--- src/rtl/length_fetch_scheduler.sv ---
// Shared-ROM fetch scheduler: streams MATRIX_NUM matrices of per-channel
// segments from one ROM into CHANNEL_NUM credit-controlled FIFOs.
// Ports:
//   clk, rst        clock, async active-high reset
//   start           one-cycle run request (ignored unless idle)
//   base_addr       per-channel start address, slice i = [i*ADDR_W +: ADDR_W]
//   seg_len         per-channel words per matrix, same slicing
//   fifo_pop        per-channel consumer read strobe (credit return)
//   rom_addr        shared ROM address (combinational on an issue cycle)
//   rom_data        ROM word, valid one cycle after rom_addr
//   fifo_din        write data to all FIFOs
//   fifo_wr_en      one-hot-or-zero FIFO write strobe
//   matrix          index of the matrix being fetched
//   busy, done      run in progress / one-cycle completion pulse
module length_fetch_scheduler #(
    parameter int unsigned CHANNEL_NUM = 8,
    parameter int unsigned CHANNEL_LOG = 3,
    parameter int unsigned ADDR_W      = 9,
    parameter int unsigned DATA_W      = 8,
    parameter int unsigned FIFO_DEPTH  = 16,
    parameter int unsigned MATRIX_NUM  = 3
) (
    input  logic                          clk,
    input  logic                          rst,
    input  logic                          start,
    input  logic [CHANNEL_NUM*ADDR_W-1:0] base_addr,
    input  logic [CHANNEL_NUM*ADDR_W-1:0] seg_len,
    input  logic [CHANNEL_NUM-1:0]        fifo_pop,
    output logic [ADDR_W-1:0]             rom_addr,
    input  logic [DATA_W-1:0]             rom_data,
    output logic [DATA_W-1:0]             fifo_din,
    output logic [CHANNEL_NUM-1:0]        fifo_wr_en,
    output logic [1:0]                    matrix,
    output logic                          busy,
    output logic                          done
);

    localparam int unsigned             CREDIT_W    = $clog2(FIFO_DEPTH + 1);
    localparam logic [CREDIT_W-1:0]     CREDIT_MAX  = CREDIT_W'(FIFO_DEPTH);
    localparam logic [CHANNEL_LOG-1:0]  LAST_CH     = CHANNEL_LOG'(CHANNEL_NUM - 1);
    localparam logic [1:0]              LAST_MATRIX = 2'(MATRIX_NUM - 1);

    typedef enum logic [1:0] {IDLE, FETCH, DRAIN, DONE} state_t;

    state_t                   state, state_nxt;
    logic [ADDR_W-1:0]        addr_q      [CHANNEL_NUM];
    logic [ADDR_W-1:0]        remaining_q [CHANNEL_NUM];
    logic [ADDR_W-1:0]        seg_q       [CHANNEL_NUM];
    logic [CREDIT_W-1:0]      credit_q    [CHANNEL_NUM];
    logic [CHANNEL_LOG-1:0]   last_grant, grant, tag_ch;
    logic                     tag_valid, issue, all_done, load, advance;
    logic [CHANNEL_NUM-1:0]   eligible;
    logic [ADDR_W-1:0]        rom_addr_q;

    assign load    = (state == IDLE) && start;
    assign advance = (state == DRAIN) && !tag_valid && (matrix < LAST_MATRIX);

    // Eligibility and end-of-matrix detection
    always_comb begin
        all_done = 1'b1;
        eligible = '0;
        for (int unsigned i = 0; i < CHANNEL_NUM; i++) begin
            eligible[i] = (remaining_q[i] != '0) && (credit_q[i] != '0);
            if (remaining_q[i] != '0) all_done = 1'b0;
        end
    end

    // Round-robin search starting just after the last granted channel
    always_comb begin
        logic [CHANNEL_LOG-1:0] idx;
        issue = 1'b0;
        grant = '0;
        idx   = '0;
        for (int unsigned k = 0; k < CHANNEL_NUM; k++) begin
            idx = CHANNEL_LOG'((32'(last_grant) + 32'd1 + k) % CHANNEL_NUM);
            if (!issue && eligible[idx]) begin
                issue = 1'b1;
                grant = idx;
            end
        end
        if (state != FETCH) issue = 1'b0;
    end

    // State register
    always_ff @(posedge clk or posedge rst) begin
        if (rst) state <= IDLE;
        else     state <= state_nxt;
    end

    // Next-state logic
    always_comb begin
        state_nxt = state;
        case (state)
            IDLE:    if (start) state_nxt = FETCH;
            FETCH:   if (all_done) state_nxt = DRAIN;
            DRAIN:   if (!tag_valid) state_nxt = (matrix < LAST_MATRIX) ? FETCH : DONE;
            DONE:    state_nxt = IDLE;
            default: state_nxt = IDLE;
        endcase
    end

    // Outputs: status decode, write strobe from the registered tag, ROM address
    always_comb begin
        busy       = (state != IDLE);
        done       = (state == DONE);
        fifo_wr_en = '0;
        fifo_din   = '0;
        if (tag_valid) begin
            fifo_wr_en[tag_ch] = 1'b1;
            fifo_din           = rom_data;
        end
        rom_addr = issue ? addr_q[grant] : rom_addr_q;
    end

    // Per-channel address, remaining count and credit bookkeeping
    always_ff @(posedge clk or posedge rst) begin
        if (rst) begin
            for (int unsigned i = 0; i < CHANNEL_NUM; i++) begin
                addr_q[i]      <= '0;
                remaining_q[i] <= '0;
                seg_q[i]       <= '0;
                credit_q[i]    <= CREDIT_MAX;
            end
            matrix     <= '0;
            last_grant <= LAST_CH;
            tag_valid  <= 1'b0;
            tag_ch     <= '0;
            rom_addr_q <= '0;
        end else begin
            tag_valid <= issue;
            if (issue) begin
                tag_ch     <= grant;
                last_grant <= grant;
                rom_addr_q <= addr_q[grant];
            end
            for (int unsigned i = 0; i < CHANNEL_NUM; i++) begin
                if (load) begin
                    addr_q[i]      <= base_addr[i*ADDR_W +: ADDR_W];
                    remaining_q[i] <= seg_len[i*ADDR_W +: ADDR_W];
                    seg_q[i]       <= seg_len[i*ADDR_W +: ADDR_W];
                    credit_q[i]    <= CREDIT_MAX;
                end else begin
                    if (issue && (grant == CHANNEL_LOG'(i))) begin
                        addr_q[i]      <= addr_q[i] + 1'b1;
                        remaining_q[i] <= remaining_q[i] - 1'b1;
                        // A same-cycle pop cancels the issue's credit use
                        if (!fifo_pop[i]) credit_q[i] <= credit_q[i] - 1'b1;
                    end else begin
                        if (advance) remaining_q[i] <= seg_q[i];
                        if (fifo_pop[i] && (credit_q[i] != CREDIT_MAX))
                            credit_q[i] <= credit_q[i] + 1'b1;
                    end
                end
            end
            if (load)         matrix <= '0;
            else if (advance) matrix <= matrix + 2'd1;
        end
    end

endmodule
--- config.mk ---
export PLATFORM = sky130hd
export DESIGN_NAME = length_fetch_scheduler
export DESIGN_NICKNAME = d
export VERILOG_FILES = /design/src/rtl/length_fetch_scheduler.sv
export SDC_FILE = /design/constraint.sdc
export NUM_CORES = 1
export LEC_CHECK = 0
export BUFFER_PORTS_ARGS = -buffer_cell sky130_fd_sc_hd__buf_2
export CORE_UTILIZATION = 55
export DETAILED_ROUTE_END_ITERATION = 8
export PLACE_DENSITY_LB_ADDON = 0.15
export SYNTH_ARGS = -nofsm -noshare
export SYNTH_HDL_FRONTEND = slang
export SYNTH_SLANG_ARGS = --single-unit
--- constraint.sdc ---
create_clock -name clk -period 24.3 [get_ports clk]
set_clock_uncertainty 0.15 [all_clocks]
set_input_delay 3.645 -clock clk [delete_from_list [all_inputs] [get_ports clk]]
set_output_delay 3.645 -clock clk [all_outputs]
set_load 0.02 [all_outputs]
**After elaboration in Yosys (flattened, before gate mapping)**

Index checks and enable logic that the tools add are counted.
W data, S select, Z words.

- Flip-flop bits (word level): 276
- Input bits: 163
- Output and inout port bits: 29
- Word-level logic and storage cells: 346

- $add $sub $neg: 41
- Magnitude comparators: 12
- Equal/unequal tests: 30
- Mux-type cells: 128
- Bitwise logic cells: 1
- Reduce and logical (&&, ||, !) cells: 96

Operators with widths:

| cell | number |
|---|---|
| $mux W9 | 43 |
| $mux W5 | 32 |
| $add A9 B1 Y9 const B | 8 |
| $reduce_bool A9 Y1 | 8 |
| $sub A9 B1 Y9 const B | 8 |
| $reduce_bool A3 Y1 | 16 |
| $add A5 B1 Y5 const B | 8 |
| $ne A5 B5 Y1 const B | 8 |
| $reduce_bool A5 Y1 | 8 |
| $sub A5 B1 Y5 const B | 8 |
| $lt A3 B4 Y1 const B | 9 |
| $logic_and A1 B1 Y1 | 35 |
| $bmux W9 S3 | 1 |
| $mux W1 | 26 |
| $bmux W1 S3 | 8 |
| $mux W3 | 8 |
| $ne A3 B3 Y1 const B | 8 |
| $reduce_bool A2 Y1 | 10 |
| $mux W8 | 2 |
| $reduce_and A2 Y1 | 8 |
| $add A3 B3 Y3 const B | 4 |
| $eq A3 B3 Y1 const B | 4 |
| $mux W2 | 6 |
| $logic_not A1 Y1 | 8 |
| 18 further kinds | 24 |

**Depth between registers and ports, before layout**

Gate-level depths: netlist of the first run.

- Depth after elaboration: 31
- Gate-level depth with buffers: 23
- Gate-level depth less buffers: 20

**Worst setup path after synthesis of the first run**

OpenSTA, ideal clock, no wires.

- Path type: reg-to-output
- From: reg remaining_q[0] (netlist bit)
- To: out rom_addr[3]
- Arrival time: 4.153 ns
- Data required time: 20.505 ns
- Path slack: 16.352 ns
- Stages on the path, launching flop included: 17
- Path buffers: 3
- Cells stage by stage: dfrtp_1 -> inv_1 -> ha_1 -> or4b_1 -> o221ai_1 -> o31ai_1 -> mux4_2 -> a32oi_1 -> a2bb2oi_1 -> o2111ai_1 -> a22oi_2 -> buf_6 -> buf_2 -> buf_1 -> and2_1 -> a21oi_1 -> o21ai_0

- Longest elaborated chain between the ends: 31
- Elaborated cells between the ends (all ways): 54
- Classes of those cells: mux (37); bitwise (1); reduce/logical (16)

Ends and longest elaborated chain:

| item | RTL line | RTL |
|---|---|---|
| start: declaration | 47 | `logic [ADDR_W-1:0] remaining_q [CHANNEL_NUM];` |
| start signal: indexed assignment | 139 | `remaining_q[i] <= seg_len[i*ADDR_W +: ADDR_W];` |
| start signal: indexed assignment | 145 | `remaining_q[i] <= remaining_q[i] - 1'b1;` |
| start signal: indexed assignment | 149 | `if (advance) remaining_q[i] <= seg_q[i];` |
| $reduce_bool A9 Y1 (*) | 63 | `eligible[i] = (remaining_q[i] != '0) && (credit_q[i] != '0);` |
| $logic_and A1 B1 Y1 (*) | 63 |  |
| $bmux W1 S3 | 76 | `if (!issue && eligible[idx]) begin` |
| $mux W1 (not written as such) | 76 |  |
| $mux W1 | 76 |  |
| $logic_not A1 Y1 | 76 |  |
| $logic_and A1 B1 Y1 | 76 |  |
| $mux W1 | 76 |  |
| [... 14 more ...] | -- |  |
| $mux W1 | 76 |  |
| $logic_not A1 Y1 | 76 |  |
| $logic_and A1 B1 Y1 | 76 |  |
| $mux W3 | 76 |  |
| $not A3 Y4 (not written as such) | 112 | `rom_addr = issue ? addr_q[grant] : rom_addr_q;` |
| $bmux W9 S3 | 112 |  |
| $mux W9 (not written as such) (2 in series) | 112 |  |
| $mux W9 (*) | 112 |  |
| end: declaration | 29 | `output logic [ADDR_W-1:0] rom_addr,` |

Mark *: on every way between the ends. The rest lies on a longest branch, timed or not. The select of a mux whose other input is x is not followed.

**Worst setup path after layout of the first run**

- From: reg last_grant[0]
- To: out rom_addr[1]

- Elaborated cells between the ends (all ways): 60
- Classes of those cells: add/sub (8); mux (37); bitwise (1); reduce/logical (14)

RTL lines:

| item | RTL line | RTL |
|---|---|---|
| start: declaration | 50 | `logic [CHANNEL_LOG-1:0] last_grant, grant, tag_ch;` |
| start signal: assignment | 133 | `last_grant <= grant;` |
| $add A3 B1 Y3 (*) | 75 | `idx = CHANNEL_LOG'((32'(last_grant) + 32'd1 + k) % CHANNEL_NUM);` |
| branches (longest 23 deep; another with $add A3 B1 Y3) | -- |  |
| $mux W1 (*) | 76 |  |
| $mux W1 (*) | 81 | `if (state != FETCH) issue = 1'b0;` |
| net issue | 51 | `logic tag_valid, issue, all_done, load, advance;` |
| $mux W9 (*) | 112 |  |

Mark *: on every way through the listed nets, which the timed path passes. The select of a mux whose other input is x is not followed.

==> results of run 1 <==
-- routing by layer --
| metal | track usage (%) | part of all wire (%) | vias up |
|---|---|---|---|
| met5 | 0 | 0.023 | - |
| met4 | 9.016 | 2.5 | 2 |
| met3 | 3.673 | 6.2 | 76 |
| met2 | 49.64 | 47 | 589 |
| met1 | 44.03 | 44 | 7599 |
| li1 | - | - | 7395 |
-- per-stage QoR --
step / area (µm²) / setup WS [ns] / cells / util [%]
floorplan: 16780 / 12.91 / 1958 / -
global placement: 17970 / 14.38 / 2459 / 60.33
detailed placement: 17970 / 14.18 / 2459 / 60.33
CTS: 19070 / 13.60 / 2517 / 64.00
global route: 19080 / 13.04 / 2521 / 64.03
finish: 19080 / 13.56 / 2523 / 64.05
-- final timing paths --
kind | start | to | cells after the start | slack, ns
max | last_grant[0]$_DFFE_PP1N_ | rom_addr[1] | 15 | 13.56
max in group asynchronous | rst | addr_q[8]$_DFFE_PP0P_ | 4 | 18.87
max reg2reg | last_grant[0]$_DFFE_PP1N_ | credit_q[9]$_DFFE_PP1P_ | 17 | 16.86
min in group asynchronous | rst | seg_q[60]$_DFFE_PP0P_ | 2 | 2.96
min | seg_q[55]$_DFFE_PP0P_ | seg_q[55]$_DFFE_PP0P_ | 2 | 0.32
min reg2reg | seg_q[55]$_DFFE_PP0P_ | seg_q[55]$_DFFE_PP0P_ | 2 | 0.32
-- worst min-delay path: cells and delay by family, from the launching register on --
family	cells	cell delay, ns
flops	1	0.34
simple gates	2	0.10
-- cell type report --
type / count / area, µm² / area share (%)
Sequential cell: 276 / 6920 / 36.26
Timing Repair Buffer: 207 / 1076 / 5.638
Inverter: 64 / 250.2 / 1.311
Clock buffer: 47 / 935.9 / 4.904
Multi-Input combinational cell: 1522 / 9240 / 48.42
Tap cell: 390 / 488.0 / 2.557
Clock inverter: 11 / 158.9 / 0.8326
Antenna cell: 6 / 15.01 / 0.07867
-- cell families after synthesis --
| logic type | synth area share (%) |
|---|---|
| AND/OR/NAND/NOR | 22.08 |
| flip-flops | 41.24 |
| adder cells (fa/ha/maj) | 5.204 |
| buffers and inverters | 3.832 |
| XOR/XNOR | 3.601 |
| multiplexers | 3.631 |
| AO/OA/AOI/OAI | 20.41 |
-- registers in the layout (all words and copies together), names as in the netlist --
name         count
tag_valid        1
matrix           2
credit_q        40
rom_addr_q       9
last_grant       3
remaining_q     72
state            2
seg_q           72
tag_ch           3
addr_q          72
-- cells in the final DEF (no fill, tap or decap), drive strengths merged, types with 16 or more instances in the layout --
cell type    n
a31oi       20
o31ai       19
ha          57
nor2       174
xnor2       40
nand3       84
a221oi      17
a21o        23
nand2      362
or4         17
clkbuf      47
o22ai       43
nor4        21
dfrtp      265
o221ai      35
a21oi      132
xor2        29
or3         16
nor3        50
a22oi       16
buf        207
mux2i       35
o21ai      118
inv         62
==> metrics.txt, run 1 <==
YS warnings=0; # rows=between 60 and 70; post-synth top area share=39.52%; H-tree levels=1; Yosys reg bits=~280; Synth-to-Final Area Change=13.73%; Final Cycle Share=around 44%; Die ar.=between 0.03 and 0.04 mm²; Setup CP Type=reg2out; data arrival time of the critical path=6.94 ns; RSZ-0062 raised after global routing=false; Worst path slowest cell=dfstp_2; GRT overflow=0; # nets final=between 2,000 and 2,500; initial DRC count=between 1,000 and 1,500; initial antenna violation count=7; Mapped Cells=~2,000; synth cell count leaders=nand2_1, dfrtp_1, nor2_1, a21oi_1, o21ai_0; sequential area share after synthesis=roughly 41%; Pre-antenna DRT Iters=5; Mapped Area=0.01678 mm²; Post-synth ARST share=100.0%; DR vias=about 16,000; Post CTS Setup Buffer Count=0; routability cong.=between 0.8 and 0.9; later-pin clock latency in the skew report=approximately 0.57 ns; EDFF count, synth=0; Synth Net Count=2,186; Worst slew margin=33.83%; global-route wire length before repair=between 70,000 and 80,000 µm; final hold slack=approximately 0.32 ns; crit-path cells=ha_1 > buf_4 > inv_1 > a221oi_1 > o311ai_0 > nand4_1 > nor3_2 > a21o_1 > inv_2 > nand2b_1 > or3_1 > inv_2 > a221oi_1 > o21ai_0 > buf_2; # resized after CTS=0; Hold Buf Count CTS=0; final setup vio count=0; Worst Path Required=20.50 ns; outcome=complete, no violations; CTS Buf Count=31; Critical Path Max Stage Delay=0.85 ns; Buf/Inv on CP=5; Main synth FF type=dfrtp_1; Detailed Route WL=slightly below 50,000 µm; starting density of the core=56.32%; Final Slew Violations=0; Worst-path clk slew=about 0.060 ns; Hold Violations, Final=0; worst-margin pin slew=0.9834 ns; Synth area leader=dfrtp_1; Antenna Violating Nets Remaining=0; Min-Delay Path Class=reg2reg; CORE AREA=roughly 0.030 mm²; syn avg cell area=8.571 µm²; Synth area leaders=dfrtp_1, nand2_1, ha_1; Startpoint Class=register; DRC violation count after routing=0; clk buf depth=3; Clock Sinks=approximately 280; vias in the first global route=around 15,000; # Max-Cap Violations=0; Top delay family on crit path=compound AO/OA/AOI/OAI gates; average wire per standard cell=19.15 µm; port bufs=between 150 and 200; most numerous cell in the Yosys netlist=nand2_1; final worst path period need=approximately 11 ns; Tot GR Track Use=between 30% and 40%; Fillers=roughly 2,600; crit-path max FO=26; share of cells above drive strength 1=15.23%; Crit. End Element=output pin; Sum Neg Setup Slack=0 ns; fmax=between 90 and 100 MHz; chip width=176.7 µm; Synth cell types=89; Detailed Place HPWL=~34,000 µm; largest net degree at the start of global routing=86; num ports=between 150 and 200; Die Ht=between 150 and 200 µm; Via density=a little over 6; clk root buf=clkbuf_16; CTS tree=built
Power of run 1 is left out: the tool's default activity adds up to more than one toggle a clock period on the data nets, which glitch-free logic cannot reach.
==> run 2: changes to the inputs <==
--- a/config.mk
+++ b/config.mk
@@ -6,7 +6,7 @@
 export NUM_CORES = 1
 export LEC_CHECK = 0
 export BUFFER_PORTS_ARGS = -buffer_cell sky130_fd_sc_hd__buf_2
-export CORE_UTILIZATION = 55
+export CORE_UTILIZATION = 54
 export DETAILED_ROUTE_END_ITERATION = 8
 export PLACE_DENSITY_LB_ADDON = 0.15
 export SYNTH_ARGS = -nofsm -noshare
==> constraint.sdc (replaced) <==
create_clock -name clk -period 9.1 [get_ports clk]
set_clock_uncertainty 0.15 [all_clocks]
set_input_delay 1.365 -clock clk [delete_from_list [all_inputs] [get_ports clk]]
set_output_delay 1.365 -clock clk [all_outputs]
set_load 0.02 [all_outputs]
==> run 2 against run 1 <==
Core utilization is 1.8 points lower; wire length is 1.1% higher; cell area is 0.25% lower; register-to-register slack worse by 15 ns; via count is 0.26% lower; sequential cell count stayed put.
==> metrics.txt, run 2 (synthesized netlist as in run 1, its figures left out) <==
Hold Violations, Final=0; outcome=complete, no violations; R2R Path End=credit_q[9]$_DFFE_PP1P_; clk buf depth=3; initial DRC count=between 1,000 and 1,500; Final Cycle Share=roughly nine tenths; final worst path period need=8.340 ns; chip width=approximately 180 µm; Die ar.=~0.032 mm²; min-delay src=seg_q[4]$_DFFE_PP0P_; CTS Buf Count=31; GRT overflow=0; num ports=192; Detailed Route WL=48,860 µm; later-pin clock latency in the skew report=roughly 0.57 ns; reg2reg path depth=17; commonest non-fill, non-tap cell in the layout=nand2_1; RSZ-0062 raised after global routing=false; DRC violation count after routing=0; initial antenna violation count=8; Worst R2R Setup Slack=~1.8 ns; Clock Sinks=between 200 and 300; Hold Buf Count CTS=0; post-route core utilization=between 60 and 70%; Die Ht=around 180 µm; fmax=119.9 MHz; most frequent cells in the layout=nand2_1, dfrtp_1, buf_2; starting density of the core=a little over half; Worst slew margin=roughly 31%; Post CTS Setup Buffer Count=0; largest registers=addr_q: 72 flops, remaining_q: 72 flops, seg_q: 72 flops; vias in the first global route=between 10,000 and 15,000; final hold slack=0.3207 ns; Detailed Place HPWL=between 30,000 and 40,000 µm; Min-Delay Path Class=reg2reg; Worst Hold Depth=2; share of cells above drive strength 1=roughly 15%; average wire per standard cell=roughly 19 µm; Via density=a little over 6; DR vias=between 15,000 and 20,000; Critical Path Start=last_grant[0]$_DFFE_PP1N_; Final Slew Violations=0; # Max-Cap Violations=0; Startpoint Class=register; Fillers=2,723; H-tree levels=1; worst-margin pin slew=1.025 ns; Crit. End Element=output pin; Synth-to-Final Area Change=13.44%; CORE AREA=0.03059 mm²; # rows=64; Hold Path End=seg_q[4]$_DFFE_PP0P_; final setup vio count=0; # nets final=around 2,300; Antenna Violating Nets Remaining=0; port bufs=191; routability cong.=between 0.9 and 1; clk root buf=clkbuf_16; Reg-to-Reg Start=last_grant[0]$_DFFE_PP1N_; Setup CP Type=reg2out; data arrival time of the critical path=about 6.8 ns; crit-path max FO=26; global-route wire length before repair=~77,000 µm; Pre-antenna DRT Iters=5; largest net degree at the start of global routing=90; Worst Path Required=7.59 ns; Tot GR Track Use=30.69%; # resized after CTS=0; Sum Neg Setup Slack=0 ns; CTS tree=built; Worst-path clk slew=0.06 ns
==> run 2: critical path: stages (launching register included) <==
cell and delay [ns]:
dfstp_2 0.86, ha_1 0.32, buf_4 0.22, inv_1 0.42, a221oi_1 0.15, o311ai_0 0.63
nand4_1 0.38, nor3_2 0.34, a21o_1 0.54, inv_2 0.13, nand2b_1 0.36, or3_1 0.69
inv_2 0.43, a221oi_1 0.37, o21ai_0 0.19, buf_2 0.20
==> run 2: worst max path at each step <==
stage,depth (start not counted),slack [ns],end
CTS,15,0.81,rom_addr[2]
global placement,15,1.54,rom_addr[8]
detailed placement,15,1.40,rom_addr[2]
floorplan,16,3.43,rom_addr[3]
global route,15,0.27,rom_addr[1]
finish,15,0.76,rom_addr[2]
==> run 2: final cells by class <==
type / instances / area (µm²) / area share (%)
sequential: 276 / 6920 / 36.35
antenna: 5 / 12.51 / 0.06572
clock buffer: 53 / 968.4 / 5.087
clock inverter: 4 / 47.55 / 0.2498
multi-input combinational: 1522 / 9240 / 48.54
timing repair buffer: 211 / 1106 / 5.810
inverter: 64 / 246.5 / 1.295
tap: 396 / 495.5 / 2.603
==> run 2: per-stage QoR <==
step	std cells	cell area, µm²	worst slack [ns]
global placement	2469	18010	1.542
detailed placement	2469	18010	1.404
global route	2529	19030	0.2652
CTS	2526	19020	0.8101
finish	2531	19040	0.7604
floorplan	1958	16780	3.432
==> run 2: per-layer routing <==
metal	GRT usage [%]	vias to the layer above	wire, µm
met5	0	-	25
met4	8.333	4	1190
met3	4.092	78	3159
met2	48.07	587	22350
met1	44.60	7575	22130
li1	-	7377	-
Power of run 2 is left out for the same reason.
